## config.mk

```make
export PLATFORM = sky130hd
export DESIGN_NAME = dot8
export DESIGN_NICKNAME = d
export VERILOG_FILES = /design/src/rtl/mvm_pkg.sv /design/src/rtl/add_level.sv /design/src/rtl/dot8.sv
export SDC_FILE = /design/constraint.sdc
export NUM_CORES = 2
export LEC_CHECK = 0
export BUFFER_PORTS_ARGS = -buffer_cell sky130_fd_sc_hd__buf_2
export CAP_MARGIN = 20
export CORE_MARGIN = 2
export CORE_UTILIZATION = 55
export CTS_CLUSTER_SIZE = 40
export DETAILED_ROUTE_END_ITERATION = 10
export HOLD_SLACK_MARGIN = 0.06
export PLACE_DENSITY = 0.7
export SYNTH_ARGS = -nofsm -noshare
export SYNTH_HDL_FRONTEND = slang
export SYNTH_SLANG_ARGS = --single-unit
```

## constraint.sdc

```tcl
create_clock -name clk -period 5.6 [get_ports clk]
set_input_delay 0.28 -clock clk [delete_from_list [all_inputs] [get_ports clk]]
set_output_delay 0.28 -clock clk [all_outputs]
set_load 0.01 [all_outputs]
```

## src/rtl/mvm_pkg.sv

```systemverilog
// rtl/mvm_pkg.sv - shared constants and element types for the MVM dot-product/accumulator path
//
// Purpose : element/product/result widths, lane count and pipeline latency of dot8.
// Ports   : none (package).
// Config  : DOT8_INREG_EN - when defined, dot8 carries an extra input register
//           stage and DOT8_LAT grows by one.
package mvm_pkg;

    localparam int IWIDTH = 8;
    localparam int LANES  = 8;
    localparam int LEVELS = $clog2(LANES);
    localparam int OWIDTH = 2 * IWIDTH + LEVELS;

`ifdef DOT8_INREG_EN
    localparam int DOT8_LAT = 2 + LEVELS;
`else
    localparam int DOT8_LAT = 1 + LEVELS;
`endif

    typedef logic signed [IWIDTH-1:0]   elem_t;
    typedef logic signed [2*IWIDTH-1:0] prod_t;
    typedef logic signed [OWIDTH-1:0]   dot_t;

endpackage

```

## src/rtl/add_level.sv

```systemverilog
// rtl/add_level.sv - one registered level of the dot8 adder tree
//
// Purpose : adds adjacent pairs of N signed W-bit inputs into N/2 signed
//           (W+1)-bit sums, registered, cleared by reset.
// Ports   : clk  - clock, rising edge
//           rst  - synchronous active-high reset
//           din  - N packed signed operands, operand i in [i*W +: W]
//           dout - N/2 packed signed sums, sum i in [i*(W+1) +: W+1]
module add_level #(
    parameter int N = 2,
    parameter int W = 16
) (
    input  logic                     clk,
    input  logic                     rst,
    input  logic [N*W-1:0]           din,
    output logic [(N/2)*(W+1)-1:0]   dout
);

    always_ff @(posedge clk) begin
        if (rst) begin
            dout <= '0;
        end else begin
            for (int i = 0; i < N / 2; i++) begin
                // Sign-extend each operand by one bit so the sum never wraps.
                dout[i*(W+1) +: (W+1)] <=
                    {din[(2*i)*W + W - 1],   din[(2*i)*W +: W]} +
                    {din[(2*i+1)*W + W - 1], din[(2*i+1)*W +: W]};
            end
        end
    end

endmodule

```

## src/rtl/dot8.sv

```systemverilog
// rtl/dot8.sv - pipelined signed LANES-wide dot product with first/last tag forwarding
//
// Purpose : per cycle multiplies one vector slice by one matrix-row slice
//           lane-wise and reduces through a registered adder tree; tags ride a
//           matching shift register so results stay aligned for the accumulator.
// Ports   : clk       - clock, rising edge
//           rst       - synchronous active-high reset, flushes everything in flight
//           vec, mat  - LANES packed signed IWIDTH elements, lane i in [i*IWIDTH +: IWIDTH]
//           ivalid    - vec/mat/tags valid this cycle
//           first     - slice opens a row (qualified by ivalid)
//           last      - slice closes a row (qualified by ivalid)
//           result    - signed OWIDTH dot product
//           ovalid    - result and tags valid
//           first_out - delayed first, zero whenever ovalid is zero
//           last_out  - delayed last, zero whenever ovalid is zero
// Config  : DOT8_INREG_EN - adds a reset-cleared input register stage (+1 cycle latency).
module dot8
    import mvm_pkg::*;
(
    input  logic                      clk,
    input  logic                      rst,
    input  logic [LANES*IWIDTH-1:0]   vec,
    input  logic [LANES*IWIDTH-1:0]   mat,
    input  logic                      ivalid,
    input  logic                      first,
    input  logic                      last,
    output logic signed [OWIDTH-1:0]  result,
    output logic                      ovalid,
    output logic                      first_out,
    output logic                      last_out
);

    localparam int PW = 2 * IWIDTH;
    localparam int VL = 1 + LEVELS;   // stage M plus one stage per tree level

    logic [LANES*IWIDTH-1:0] vec_s;
    logic [LANES*IWIDTH-1:0] mat_s;
    logic                    ivalid_s;
    logic                    first_s;
    logic                    last_s;

`ifdef DOT8_INREG_EN
    always_ff @(posedge clk) begin
        if (rst) begin
            vec_s    <= '0;
            mat_s    <= '0;
            ivalid_s <= 1'b0;
            first_s  <= 1'b0;
            last_s   <= 1'b0;
        end else begin
            vec_s    <= vec;
            mat_s    <= mat;
            ivalid_s <= ivalid;
            first_s  <= first;
            last_s   <= last;
        end
    end
`else
    assign vec_s    = vec;
    assign mat_s    = mat;
    assign ivalid_s = ivalid;
    assign first_s  = first;
    assign last_s   = last;
`endif

    // Stage M: lane products. Data registers load every cycle; only the tag
    // pipe decides whether a result is meaningful.
    logic [LANES*PW-1:0] prod_flat;

    always_ff @(posedge clk) begin
        if (rst) begin
            prod_flat <= '0;
        end else begin
            for (int i = 0; i < LANES; i++) begin
                prod_flat[i*PW +: PW] <=
                    prod_t'(elem_t'(vec_s[i*IWIDTH +: IWIDTH])) *
                    prod_t'(elem_t'(mat_s[i*IWIDTH +: IWIDTH]));
            end
        end
    end

    // Stages A1..Ak: level j reduces LANES>>j operands of width PW+j.
    for (genvar j = 0; j < LEVELS; j++) begin : g_lvl
        localparam int N = LANES >> j;
        localparam int W = PW + j;

        logic [N*W-1:0]         din;
        logic [(N/2)*(W+1)-1:0] sum;

        if (j == 0) begin : g_src
            assign din = prod_flat;
        end else begin : g_src
            assign din = g_lvl[j-1].sum;
        end

        add_level #(
            .N (N),
            .W (W)
        ) u_add_level (
            .clk  (clk),
            .rst  (rst),
            .din  (din),
            .dout (sum)
        );
    end

    assign result = g_lvl[LEVELS-1].sum;

    // Tag pipe: tags are qualified by ivalid on entry, so stale first/last
    // can never surface without ovalid.
    logic [VL-1:0] v_pipe;
    logic [VL-1:0] f_pipe;
    logic [VL-1:0] l_pipe;

    always_ff @(posedge clk) begin
        if (rst) begin
            v_pipe <= '0;
            f_pipe <= '0;
            l_pipe <= '0;
        end else begin
            v_pipe <= {v_pipe[VL-2:0], ivalid_s};
            f_pipe <= {f_pipe[VL-2:0], first_s & ivalid_s};
            l_pipe <= {l_pipe[VL-2:0], last_s & ivalid_s};
        end
    end

    assign ovalid    = v_pipe[VL-1];
    assign first_out = f_pipe[VL-1];
    assign last_out  = l_pipe[VL-1];

endmodule

```

==> flow_summary.json <==
{
  "drive_gt1_share_pct": 6.898,
  "synth_cell_types": 70,
  "p_leak_nw": 16.92,
  "cts_htree_levels": 1,
  "die_y_microns": 242.1,
  "firstDrtPassIters": 5,
  "rrSetupSlack_ns": 3.00,
  "rsz0062_at_grt": "no",
  "min_period_over_period_pct": 79.30,
  "cts.sinks": 263,
  "numCtsBuffers": 28,
  "slew_violations": 0,
  "synth-seq-area-share_pct": 16.89,
  "avgSynthCellArea_sq_um": 9.114,
  "status": "complete, no violations",
  "synth_edf_count": 0,
  "slew_headroom_pct": 46.69,
  "worstSetupPathType": "input port to flip-flop",
  "detail-route-antenna-nets": 0,
  "initial_core_util_pct": 55.51,
  "place_hpwl_mm": 50.51,
  "drtIter0Drc": 1049,
  "crit_path_end_kind": "flip-flop",
  "post_cts_buffers": 0,
  "timing.fmax_mhz": 225.2,
  "path_max_fanout": 8,
  "synth-async-reset-ratio_pct": 0,
  "critPathTopFamily": "adder cells",
  "startpoint_type": "input port",
  "setup_viol": 0,
  "hold_class": "input port to flip-flop",
  "cts.path.max_buffers": 3,
  "core_sq_um": 56170,
  "fin_area_sq_um": 33940,
  "ctsResizeCount": 0,
  "root_buffer": "clkbuf_16",
  "grt_max_degree": 174,
  "rows": 87,
  "antenna_found_initial": 3,
  "vias": 21990,
  "ys_seq_elements": 263,
  "drv_cap": 0,
  "ys_warn_count": 0,
  "io_buffer_count": 154,
  "postPlaceCellArea_sq_um": 32810,
  "cpMaxStageDelayCell": "dlygate4sd3_1",
  "die_w_microns": 242.1,
  "synth_flop_cell": "dfxtp_1",
  "first_global_vias": 22620,
  "gp_congestion": 0.8638,
  "min_period_ns": 4.441,
  "crit_required_ns": 6.06,
  "clk_latency_ns": 0.55,
  "worst_pin_slew_ns": 0.7996,
  "hold_buffers": 13,
  "track_usage_pct": 21.39,
  "die-area_sq_um": 58610,
  "path_buf_inv": 6,
  "syn2layout_area_growth_pct": 8.853,
  "post_drt_wl_per_cell_microns": 13.69,
  "slowest_delay_ns": 0.53,
  "mappedNetlistArea_sq_um": 31180,
  "power_density_nw_per_um2": 430.9,
  "grt_pass1_wl_mm": 106.0,
  "crit_arrival_ns": 4.90,
  "diodes": 0,
  "peakVddDrop_uv": 276.9,
  "timing.hold.ws_ns": 0.09092,
  "fin_setup_tns_ns": 0,
  "total_power_mw": 14.62,
  "grt-ovfl-total": 0,
  "final_cell_mix": "inv_1, fa_1, ha_1, and2_1, dfxtp_1",
  "drt_drc_violations_left": 0,
  "layout_commonest_cell": "inv_1",
  "final.setup_skew_ns": 0.02769,
  "viasPerCell": 5.036,
  "clk_pin_slew_ns": 0.06,
  "io_pins": 155,
  "crit_chain": "dlygate4sd3_1, buf_2, and2_1, fa_1, inv_1, fa_1, inv_1, fa_1, inv_1, fa_1, inv_1, ha_1, o21a_1, a21oi_1, o211ai_1, a21oi_1, nor2_1, or3_1, a21oi_1",
  "synth_cells": 3421,
  "post-route-util_pct": 60.42,
  "synthesis.nets": 4349,
  "final_hold_viol_count": 0,
  "cts_tree": "done",
  "nets": 4516,
  "drt-total-wl_mm": 59.77
}
through the flow:
| step | setup WS, ns | std cells |
|---|---|---|
| 4_1_cts | 1.184 | 4366 |
| 5_1_grt | 0.9083 | 4366 |
| 3_3_place_gp | 1.211 | 4301 |
| 3_5_place_dp | 1.106 | 4301 |
| 2_1_floorplan | 1.552 | 3421 |
| 6_report | 1.159 | 4366 |
sequential cells by signal, indices dropped and copies added (netlist names):
signal,count
f_pipe,4
g_lvl.din,128
g_lvl.u_add_level.dout,123
l_pipe,4
v_pipe,4
worst register-to-register path, delay by kind of cell, from the launching register on:
| family | cells | cell delay [ns] |
|---|---|---|
| compound gates | 5 | 0.97 |
| fa+ha+maj | 2 | 0.62 |
| buf+inv | 1 | 0.06 |
| flops | 1 | 0.35 |
| mux | 1 | 0.31 |
| simple gates | 1 | 0.17 |
power by group:
group / switching (mW) / internal (mW) / total [mW] / leakage [nW]
Sequential: 0.285 / 2.54 / 2.82 / 2.18
Combinational: 5.49 / 4.36 / 9.85 / 14.3
Clock: 0.762 / 1.19 / 1.95 / 0.487
kinds of logic after synthesis:
| family | after synthesis | synth area share (%) |
|---|---|---|
| and+or+nand+nor | 1048 | 17.48 |
| adders and majority gates | 795 | 42.67 |
| buffers and inverters | 686 | 8.259 |
| AOI/OAI and AO/OA | 448 | 9.535 |
| DFF | 263 | 16.89 |
| xor gates and xnor gates | 170 | 4.775 |
| muxes | 11 | 0.4013 |
layer usage:
layer  global-route usage (%)  share of wire (%)
met1                    31.40                 50
met2                    35.34                 46
met3                    2.072                3.5
met4                    2.669                1.2
met5                        0                  0
cells in the mapped netlist (all sizes together) (8+ instances only):
cell / instances / area (sq um)
or3: 9 / 56.30
a21oi: 108 / 551.8
o21a: 38 / 285.3
xnor2: 93 / 814.5
o21bai: 8 / 60.06
o22ai: 12 / 75.07
mux2: 9 / 105.1
o211ai: 13 / 97.59
nand2b: 48 / 300.3
ha: 348 / 4354
a31oi: 9 / 62.56
a211oi: 44 / 340.3
and3: 14 / 92.59
inv: 655 / 2459
dfxtp: 263 / 5265
nor2: 235 / 882.1
nor3: 60 / 300.3
xor2: 77 / 674.4
nor2b: 135 / 852.1
clkbuf: 27 / 101.4
nand2: 182 / 683.2
o21ai: 102 / 514.3
or2: 14 / 87.58
a211o: 11 / 96.34
a21o: 58 / 435.4
o31ai: 9 / 82.58
fa: 447 / 8949
and2: 314 / 1964
nand3: 20 / 100.1
layout make-up:
| type | instances | area, sq um |
|---|---|---|
| clock buffer | 36 | 790.8 |
| clock inverter | 16 | 210.2 |
| fill | 5044 | 22230 |
| inverter | 655 | 2459 |
| multi-input combinational | 2472 | 23340 |
| sequential | 263 | 5265 |
| tap | 756 | 945.9 |
| timing repair buffer | 168 | 929.6 |
worst paths after layout:
path / cells past startpoint / startpoint / endpoint
max: 19 / mat[0] / g_lvl[0].din[15]$_SDFF_PP0_
min: 3 / vec[0] / g_lvl[0].din[0]$_SDFF_PP0_
max reg2reg: 10 / g_lvl[0].u_add_level.dout[0]$_SDFF_PP0_ / g_lvl[1].u_add_level.dout[16]$_SDFF_PP0_
min reg2reg: 1 / l_pipe[1]$_SDFF_PP0_ / l_pipe[2]$_SDFF_PP0_
Note: power is estimated with default switching activity, not from simulation.
